===== config.mk =====
export PLATFORM = sky130hd
export DESIGN_NAME = register_file_multiport_flat
export DESIGN_NICKNAME = d
export VERILOG_FILES = /design/src/rtl/register_file_multiport_pkg.sv /design/src/rtl/register_file_multiport_if.sv /design/src/rtl/register_file_multiport_scoreboard.sv /design/src/rtl/register_file_multiport.sv /design/src/flat_wrapper.sv
export SDC_FILE = /design/constraint.sdc
export NUM_CORES = 2
export LEC_CHECK = 0
export CAP_MARGIN = 20
export CORE_AREA = 2 2 392 394
export CTS_CLUSTER_DIAMETER = 150
export DETAILED_ROUTE_END_ITERATION = 6
export DIE_AREA = 0 0 394 396
export MAX_ROUTING_LAYER = met4
export PLACE_DENSITY = 0.66
export SKIP_CTS_REPAIR_TIMING = 1
export SYNTH_ARGS = -nofsm -noshare
export SYNTH_HDL_FRONTEND = slang
export SYNTH_SLANG_ARGS = --single-unit

===== constraint.sdc =====
create_clock -name clock -period 39.5 [get_ports clock]
set_input_delay 11.85 -clock clock [delete_from_list [all_inputs] [get_ports clock]]
set_output_delay 11.85 -clock clock [all_outputs]
set_load 0.03 [all_outputs]

===== src/rtl/register_file_multiport_pkg.sv =====
// Shared constants and slice helper for the multi-port register file.
// Imported by the interface, the scoreboard and the top module.
package register_file_multiport_pkg;

  localparam int DEFAULT_DATA_WIDTH = 32;
  localparam int DEFAULT_ADDR_WIDTH = 5;
  localparam int REGISTER_RZERO     = 0;

  // Low bit of port 'port' inside a packed bus of 'width'-bit fields.
  function automatic int slice_lo(input int port, input int width);
    return port * width;
  endfunction

endpackage


===== src/rtl/register_file_multiport_if.sv =====
// Bus bundle between issue/writeback logic (master) and the register file (slave).
// Packed multi-port fields: port p lives at [p*W +: W].
interface register_file_multiport_if
  import register_file_multiport_pkg::*;
#(
  parameter int DATA_WIDTH  = DEFAULT_DATA_WIDTH,
  parameter int ADDR_WIDTH  = DEFAULT_ADDR_WIDTH,
  parameter int READ_PORTS  = 2,
  parameter int WRITE_PORTS = 2
);

  logic [READ_PORTS*ADDR_WIDTH-1:0]  read_reg;
  logic [READ_PORTS*DATA_WIDTH-1:0]  read_data;
  logic [READ_PORTS-1:0]             read_busy;
  logic [WRITE_PORTS-1:0]            write_enable;
  logic [WRITE_PORTS*ADDR_WIDTH-1:0] write_reg;
  logic [WRITE_PORTS*DATA_WIDTH-1:0] write_data;
  logic                              reserve_enable;
  logic [ADDR_WIDTH-1:0]             reserve_reg;
  logic [ADDR_WIDTH:0]               busy_count;

  modport master (
    output read_reg, write_enable, write_reg, write_data, reserve_enable, reserve_reg,
    input  read_data, read_busy, busy_count
  );

  modport slave (
    input  read_reg, write_enable, write_reg, write_data, reserve_enable, reserve_reg,
    output read_data, read_busy, busy_count
  );

endinterface


===== src/rtl/register_file_multiport_scoreboard.sv =====
// Pending-write scoreboard: one busy bit per register plus a registered busy count.
// A reserve in the same cycle as a retiring write to that register keeps it busy.
module register_file_multiport_scoreboard
  import register_file_multiport_pkg::*;
#(
  parameter int ADDR_WIDTH  = DEFAULT_ADDR_WIDTH,
  parameter int READ_PORTS  = 2,
  parameter int WRITE_PORTS = 2,
  parameter int ZERO_REG    = 1
) (
  input  logic                            clock,
  input  logic                            reset,
  input  logic [WRITE_PORTS-1:0]          i_write_enable,
  input  logic [WRITE_PORTS*ADDR_WIDTH-1:0] i_write_reg,
  input  logic                            i_reserve_enable,
  input  logic [ADDR_WIDTH-1:0]           i_reserve_reg,
  input  logic [READ_PORTS*ADDR_WIDTH-1:0] i_read_reg,
  output logic [READ_PORTS-1:0]           o_read_busy,
  output logic [ADDR_WIDTH:0]             o_busy_count
);

  localparam int DEPTH = 2 ** ADDR_WIDTH;

  logic [DEPTH-1:0]    r_busy;
  logic [DEPTH-1:0]    w_busy_next;
  logic [ADDR_WIDTH:0] r_busy_count;
  logic [ADDR_WIDTH:0] w_busy_count_next;

  genvar gi;
  generate
    for (gi = 0; gi < DEPTH; gi++) begin : g_bit
      if (ZERO_REG != 0 && gi == REGISTER_RZERO) begin : g_zero
        assign w_busy_next[gi] = 1'b0;
      end else begin : g_normal
        logic w_clear;
        logic w_set;
        always_comb begin
          w_clear = 1'b0;
          for (int w = 0; w < WRITE_PORTS; w++) begin
            if (i_write_enable[w] &&
                i_write_reg[slice_lo(w, ADDR_WIDTH) +: ADDR_WIDTH] == ADDR_WIDTH'(gi))
              w_clear = 1'b1;
          end
          w_set = i_reserve_enable && (i_reserve_reg == ADDR_WIDTH'(gi));
        end
        // Set dominates clear: the newly issued producer supersedes the retiring one.
        assign w_busy_next[gi] = w_set | (r_busy[gi] & ~w_clear);
      end
    end
  endgenerate

  always_comb begin
    w_busy_count_next = '0;
    for (int i = 0; i < DEPTH; i++)
      w_busy_count_next = w_busy_count_next + {{ADDR_WIDTH{1'b0}}, w_busy_next[i]};
  end

  always_ff @(posedge clock or posedge reset) begin
    if (reset) begin
      r_busy       <= '0;
      r_busy_count <= '0;
    end else begin
      r_busy       <= w_busy_next;
      r_busy_count <= w_busy_count_next;
    end
  end

  generate
    for (gi = 0; gi < READ_PORTS; gi++) begin : g_rd_busy
      assign o_read_busy[gi] = r_busy[i_read_reg[slice_lo(gi, ADDR_WIDTH) +: ADDR_WIDTH]];
    end
  endgenerate

  assign o_busy_count = r_busy_count;

endmodule


===== src/rtl/register_file_multiport.sv =====
// Multi-port register file with write-to-read bypass, hardwired zero register
// and a pending-write scoreboard for out-of-order writeback.
module register_file_multiport
  import register_file_multiport_pkg::*;
#(
  parameter int DATA_WIDTH  = DEFAULT_DATA_WIDTH,
  parameter int ADDR_WIDTH  = DEFAULT_ADDR_WIDTH,
  parameter int READ_PORTS  = 2,
  parameter int WRITE_PORTS = 2,
  parameter int ZERO_REG    = 1,
  parameter int BYPASS      = 1
) (
  input logic                      clock,
  input logic                      reset,
  register_file_multiport_if.slave bus
);

  localparam int DEPTH = 2 ** ADDR_WIDTH;

  logic [DATA_WIDTH-1:0] r_mem [DEPTH];

  logic [WRITE_PORTS-1:0] w_write_valid;
  logic [ADDR_WIDTH-1:0]  w_write_addr [WRITE_PORTS];
  logic [DATA_WIDTH-1:0]  w_write_data [WRITE_PORTS];

  genvar gi;
  generate
    for (gi = 0; gi < WRITE_PORTS; gi++) begin : g_wr
      assign w_write_addr[gi] = bus.write_reg[slice_lo(gi, ADDR_WIDTH) +: ADDR_WIDTH];
      assign w_write_data[gi] = bus.write_data[slice_lo(gi, DATA_WIDTH) +: DATA_WIDTH];
      // Writes to the zero register are dropped before they reach the array or bypass.
      assign w_write_valid[gi] = bus.write_enable[gi] &&
          !(ZERO_REG != 0 && w_write_addr[gi] == ADDR_WIDTH'(REGISTER_RZERO));
    end
  endgenerate

  // Ports are applied in ascending order so the highest-index port wins a conflict.
  always_ff @(posedge clock or posedge reset) begin
    if (reset) begin
      for (int i = 0; i < DEPTH; i++)
        r_mem[i] <= '0;
    end else begin
      for (int w = 0; w < WRITE_PORTS; w++) begin
        if (w_write_valid[w])
          r_mem[w_write_addr[w]] <= w_write_data[w];
      end
    end
  end

  generate
    for (gi = 0; gi < READ_PORTS; gi++) begin : g_rd
      logic [ADDR_WIDTH-1:0] w_addr;
      logic [DATA_WIDTH-1:0] w_data;

      assign w_addr = bus.read_reg[slice_lo(gi, ADDR_WIDTH) +: ADDR_WIDTH];

      always_comb begin
        w_data = r_mem[w_addr];
        if (BYPASS != 0) begin
          for (int w = 0; w < WRITE_PORTS; w++) begin
            if (w_write_valid[w] && w_write_addr[w] == w_addr)
              w_data = w_write_data[w];
          end
        end
        if (ZERO_REG != 0 && w_addr == ADDR_WIDTH'(REGISTER_RZERO))
          w_data = '0;
      end

      assign bus.read_data[slice_lo(gi, DATA_WIDTH) +: DATA_WIDTH] = w_data;
    end
  endgenerate

  register_file_multiport_scoreboard #(
    .ADDR_WIDTH  (ADDR_WIDTH),
    .READ_PORTS  (READ_PORTS),
    .WRITE_PORTS (WRITE_PORTS),
    .ZERO_REG    (ZERO_REG)
  ) u_scoreboard (
    .clock            (clock),
    .reset            (reset),
    .i_write_enable   (bus.write_enable),
    .i_write_reg      (bus.write_reg),
    .i_reserve_enable (bus.reserve_enable),
    .i_reserve_reg    (bus.reserve_reg),
    .i_read_reg       (bus.read_reg),
    .o_read_busy      (bus.read_busy),
    .o_busy_count     (bus.busy_count)
  );

endmodule


===== src/flat_wrapper.sv =====
// flat-port wrapper written by rule: the top's interface ports become plain ports
module register_file_multiport_flat import register_file_multiport_pkg::*;
#(
  parameter int DATA_WIDTH  = DEFAULT_DATA_WIDTH,
  parameter int ADDR_WIDTH  = DEFAULT_ADDR_WIDTH,
  parameter int READ_PORTS  = 2,
  parameter int WRITE_PORTS = 2,
  parameter int ZERO_REG    = 1,
  parameter int BYPASS      = 1
)
  (clock, reset, bus_read_reg, bus_write_enable, bus_write_reg, bus_write_data, bus_reserve_enable, bus_reserve_reg, bus_read_data, bus_read_busy, bus_busy_count);
  register_file_multiport_if #(.DATA_WIDTH(DATA_WIDTH), .ADDR_WIDTH(ADDR_WIDTH), .READ_PORTS(READ_PORTS), .WRITE_PORTS(WRITE_PORTS)) bus_i ();
  input logic clock;
  input logic reset;
  input wire logic [$bits(bus_i.read_reg)-1:0] bus_read_reg;
  input wire logic [$bits(bus_i.write_enable)-1:0] bus_write_enable;
  input wire logic [$bits(bus_i.write_reg)-1:0] bus_write_reg;
  input wire logic [$bits(bus_i.write_data)-1:0] bus_write_data;
  input wire logic [$bits(bus_i.reserve_enable)-1:0] bus_reserve_enable;
  input wire logic [$bits(bus_i.reserve_reg)-1:0] bus_reserve_reg;
  output wire logic [$bits(bus_i.read_data)-1:0] bus_read_data;
  output wire logic [$bits(bus_i.read_busy)-1:0] bus_read_busy;
  output wire logic [$bits(bus_i.busy_count)-1:0] bus_busy_count;
  assign bus_i.read_reg = bus_read_reg;
  assign bus_i.write_enable = bus_write_enable;
  assign bus_i.write_reg = bus_write_reg;
  assign bus_i.write_data = bus_write_data;
  assign bus_i.reserve_enable = bus_reserve_enable;
  assign bus_i.reserve_reg = bus_reserve_reg;
  assign bus_read_data = bus_i.read_data;
  assign bus_read_busy = bus_i.read_busy;
  assign bus_busy_count = bus_i.busy_count;
  register_file_multiport #(.DATA_WIDTH(DATA_WIDTH), .ADDR_WIDTH(ADDR_WIDTH), .READ_PORTS(READ_PORTS), .WRITE_PORTS(WRITE_PORTS), .ZERO_REG(ZERO_REG), .BYPASS(BYPASS)) u_core (.clock(clock), .reset(reset), .bus(bus_i));
endmodule

======== Word level (Yosys, flattened, before mapping) ========
Index checks and enable logic that the tools add are counted.
storage, ports and cells
  register bits after elaboration ......... 1,061
  input bits .............................. 94
  output and inout port bits .............. 72
  word-level logic and storage cells ...... 459
operators by class
  add/subtract/negate cells ............... 30
  order comparisons ....................... 8
  equal/unequal tests ..................... 97
  multiplexer cells ....................... 86
  bitwise logic cells ..................... 97
  reduce and logical (&&, ||, !) cells .... 107
operator list
  operator                                                    number
  bitwise mux 1024 bit                                        2
  2-to-1 mux 1024 bit                                         2
  2-to-1 mux 32 bit                                           12
  binary-select mux 32 bit (select 5 bit)                     2
  demux 32 bit (select 5 bit)                                 2
  equality test 5 bit, second input constant                  48
  adder 6 x 1 -> 6 bit                                        25
  equality test 5 x 4 -> 1 bit, second input constant         24
  logical AND 1 bit                                           101
  2-to-1 mux 1 bit                                            64
  equality test 5 x 3 -> 1 bit, second input constant         12
  bitwise AND 1 bit                                           31
  NOT 1 bit                                                   31
  bitwise OR 1 bit                                            31
  equality test 5 x 2 -> 1 bit, second input constant         6
  >= comparator 6 bit, second input constant                  4
  NOT 5 -> 6 bit                                              4
  equality test 5 bit                                         4
  zero test 5 bit                                             4
  equality test 5 x 1 -> 1 bit, second input constant         3
  less-than comparator 5 x 6 -> 1 bit, second input constant  2
  less-than comparator 6 x 1 -> 1 bit, second input constant  2
  binary-select mux 1 bit (select 5 bit)                      2
  adder 5 x 1 -> 6 bit                                        1
  other kinds (5)                                             6

======== Longest topological paths before layout ========
  word-level depth ........................ 37
  depth in mapped cells ................... 25

======== Cells and area by module ========
A second synthesis with hierarchy kept.
second synthesis, totals
  cells, all modules ...................... 6,939
  area total of the unflattened synthesis .. 67,842.6 µm²
by module, submodules not included
  module                              instances  cells an instance  area an instance (µm²)  seq. area each (µm²)
  register_file_multiport             1          6,619              64,672.0                25,624.6
  register_file_multiport_scoreboard  1          320                3,170.5                 925.9

======== Worst setup path before layout ========
Ideal clock, no wire load.
  kind .................................... in2out
  start point ............................. in bus_read_reg[9]
  end point ............................... out bus_read_data[32]
  arrival ................................. 13,783 ps
  path slack .............................. 13,867 ps
  stages on the path ...................... 8
  path buffers ............................ 3
  cell sequence ........................... clkbuf_1 or3b_2 buf_2 clkbuf_1 o221ai_1 a21oi_1 a22o_1 o221ai_1
between the ends
  longest elaborated chain between the ends .. 7
  elaborated cells between the ends (all ways) .. 12
RTL lines
  what                                                  line                           source
  start, declared                                       flat_wrapper.sv:15             input wire logic [$bits(bus_i.read_reg)-1:0] bus_read_reg;
  NOT 5 -> 6 bit (implied by the code)                  register_file_multiport.sv:58  w_data = r_mem[w_addr];
  binary-select mux 32 bit (select 5 bit)               register_file_multiport.sv:58
  2-to-1 mux 32 bit (implied by the code) (2 in a row)  register_file_multiport.sv:58
  2-to-1 mux 32 bit (2 in a row)                        register_file_multiport.sv:61  if (w_write_valid[w] && w_write_addr[w] == w_addr)
  2-to-1 mux 32 bit *                                   register_file_multiport.sv:65  if (ZERO_REG != 0 && w_addr == ADDR_WIDTH'(REGISTER_RZERO))
  end, declared                                         flat_wrapper.sv:21             output wire logic [$bits(bus_i.read_data)-1:0] bus_read_data;
Mark *: on every way between the ends. The rest lies on a longest branch, timed or not. The select of a mux whose other input is x is not followed.

======== Final worst setup path ========
  start point ............................. in bus_read_reg[1]
  end point ............................... out bus_read_data[14]
Same word-level chain as after synthesis.

==> results.tsv <==
metric	value	unit
run_status	finished, final reports clean	
setup_viol	0	
grt_pass1_wl	402000	um
combPwrFrac	31.0	%
ctsLongestPathBuffers	3	
antenna_found_initial	19	
grt_usage	36.1	%
leakage	30.7	nW
ant_nets	0	
cts.sinks	1061	
hold_viol_final	0	
cp-start-kind	input pin	
drc	0	
dieArea	156000	um2
period_share	72.9	%
clk_latency	0.78	ns
intPower	2.63	mW
fp.dieW	394	um
synth_edf_count	0	
n_fill_cell	13700	
grt-ovfl-total	0	
cp.required	27.65	ns
dpl.hpwl	153000	um
p_seq_share	40.1	%
area_growth	8.99	%
synth.avg_cell_area	9.41	um2
drt-total-wl	281000	um
port_buffers	165	
async_reset_ff_share	100	%
yosys_warnings	0	
period_minus_slack	28.78	ns
fin_skew	0.0195	ns
maxCapViolCount	0	
numCtsBuffers	116	
dpl_cell_area	70000	um2
start_util	44.8	%
num_rows	143	
synthFlopType	dfrtp_1	
ys_types	57	
synth-seq-cells	1061	
hold_ws	0.394	ns
relSlewSlack	18.8	%
ys_seq_area_share	39.1	%
synthesis.area	67900	um2
crit_path_end_kind	output pin	
post_drt_wl_per_cell	31.5	um
cts_root_buf	clkbuf_16	
io_pins	166	
path_clk_slew	0.06	ns
synth_cells	7213	
crit_arrival	16.93	ns
max_stage_delay	0.85	ns
die_y	396	um
grt_pass1_vias	57200	
finalNetCount	6894	
power_switching_share	33.8	%
multi_input_area	37500	um2
clock.fmax	34.8	MHz
worst_pin_slew	1.22	ns
switchingPower	1.34	mW
rsz0062_at_grt	no	
grt_max_degree	178	
vias	60000	
cts_max_level	3	
routed_via_density	6.74	
synth_nets	7337	
cpMostUsedCell	buf_4	
crit_path_max_fanout	51	
drive_gt1_share	12.5	%
dr.pass1.iters	6	
irDropWorstVdd	0.108	mV
fin_setup_tns	0	ns
seqCellArea	26600	um2
gp_congestion	0.910	
fin_area	74000	um2
drv_slew	0	
core_area	152000	um2
hp-class	reg -> reg	
cts_tree	built	
clockPowerShare	28.9	%
crit_slowest_cell	buf_4	
crit_chain	buf_8 > buf_4 > buf_4 > buf_4 > mux4_2 > mux2_2 > nand2_1 > a22o_1 > o221ai_2 > clkdlybuf4s50_1	
power.density	53.7	nW/um2
path_class	in -> out	
initialDrtViolationCount	9706	
## critical path: cells and delay by family
family | cells | cell delay [ns]
simple gates | 1 | 0.10
mux | 2 | 0.88
compound gates | 2 | 0.44
buf+inv | 5 | 3.54
## kinds of logic after synthesis
kind of cell	after synthesis	share of synthesized area (%)
buffers and inverters	977	6.28
and+or+nand+nor	1817	10.9
xor gates and xnor gates	23	0.297
AOI/OAI and AO/OA	1959	16.6
DFF	1061	39.1
adders and majority gates	30	0.807
muxes	1346	26.0
## layer usage
layer	up-vias	part of all wire, %	wire, um	global-route usage (%)
li1	25000	-	-	-
met1	29200	37	104000	46.1
met2	4763	41	114000	48.7
met3	1082	15	42000	12.4
met4	0	7.3	20500	22.5
met5	-	0	0	-
## per-stage QoR
step | std cells | total power, mW | worst slack (ns) | util [%]
floorplan | 7213 | 2.47 | 13.02 | -
global placement | 8677 | 2.76 | 10.85 | 46.1
detailed placement | 8680 | 2.81 | 10.83 | 46.2
CTS | 8888 | 3.95 | 10.82 | 48.7
global route | 8906 | 4.17 | 10.67 | 48.8
finish | 8907 | 3.97 | 10.72 | 48.8
## power by group through the flow
stage | clock network, mW | registers [mW] | logic (mW)
floorplan | 0 | 1.54 | 0.933
global placement | 0 | 1.57 | 1.19
detailed placement | 0 | 1.59 | 1.22
CTS | 1.15 | 1.58 | 1.22
global route | 1.19 | 1.62 | 1.36
finish | 1.15 | 1.59 | 1.23
## layout make-up
cell class	count	area share, %
sequential	1061	35.9
clock buffer	163	4.50
timing repair buffer	336	4.20
multi-input combinational	5175	50.8
clock inverter	45	0.743
tap	2030	3.43
antenna	17	0.0575
inverter	80	0.411
## registers in the layout, summed over array words and instances, names as in the netlist
| register | cells |
|---|---|
| u_core.u_scoreboard.r_busy | 31 |
| u_core.u_scoreboard.o_busy_count | 6 |
| u_core.r_mem | 1024 |
## cells in the final DEF (no fill, tap or decap), types with 10 or more instances in the layout
cell,n
a311oi_1,62
nand3_1,49
o21ai_0,533
dfrtp_1,1061
o22ai_1,62
and3_1,64
mux2i_1,952
o21ai_1,23
nor3_1,38
clkbuf_8,21
o221ai_2,10
mux2_2,66
a21oi_1,961
xor2_1,14
clkdlybuf4s50_1,155
o221ai_1,116
buf_4,163
clkinv_2,25
nor2_1,850
mux4_2,328
nand2_1,686
a22o_1,64
clkbuf_1,24
nor2_4,31
diode_2,17
bufinv_16,11
a221oi_1,62
clkbuf_16,118
inv_1,79
a31oi_1,32
fa_1,23
nand2_4,30
## path summary, 6_finish.rpt
path                                                     start                                   to  slack, ns  cells after the start
worst max register to register  u_core.u_scoreboard.r_busy[28]  u_core.u_scoreboard.o_busy_count[4]      34.30                     19
worst min register to register              u_core.r_mem[1018]                   u_core.r_mem[1018]       0.39                      0
max in group asynchronous                                reset                    u_core.r_mem[174]      24.30                      7
worst min-delay path                        u_core.r_mem[1018]                   u_core.r_mem[1018]       0.39                      0
min in group asynchronous                                reset                     u_core.r_mem[39]      11.59                      2
worst max-delay path                           bus_read_reg[1]                    bus_read_data[14]      10.72                     10
## synth_stat cells (64+ instances only)
cell type	number	area, um2
inv_1	80	300
nor2_1	870	3270
a21oi_1	961	4810
o21ai_0	533	2670
buf_2	144	721
and3_1	64	400
mux4_2	328	7390
clkbuf_1	573	2150
buf_1	89	334
dfrtp_1	1061	26600
mux2_2	66	743
nand2_1	719	2700
mux2i_1	952	9530
a22o_1	64	561
o221ai_1	116	1020
No activity file was read; power rests on OpenSTA's default activity.
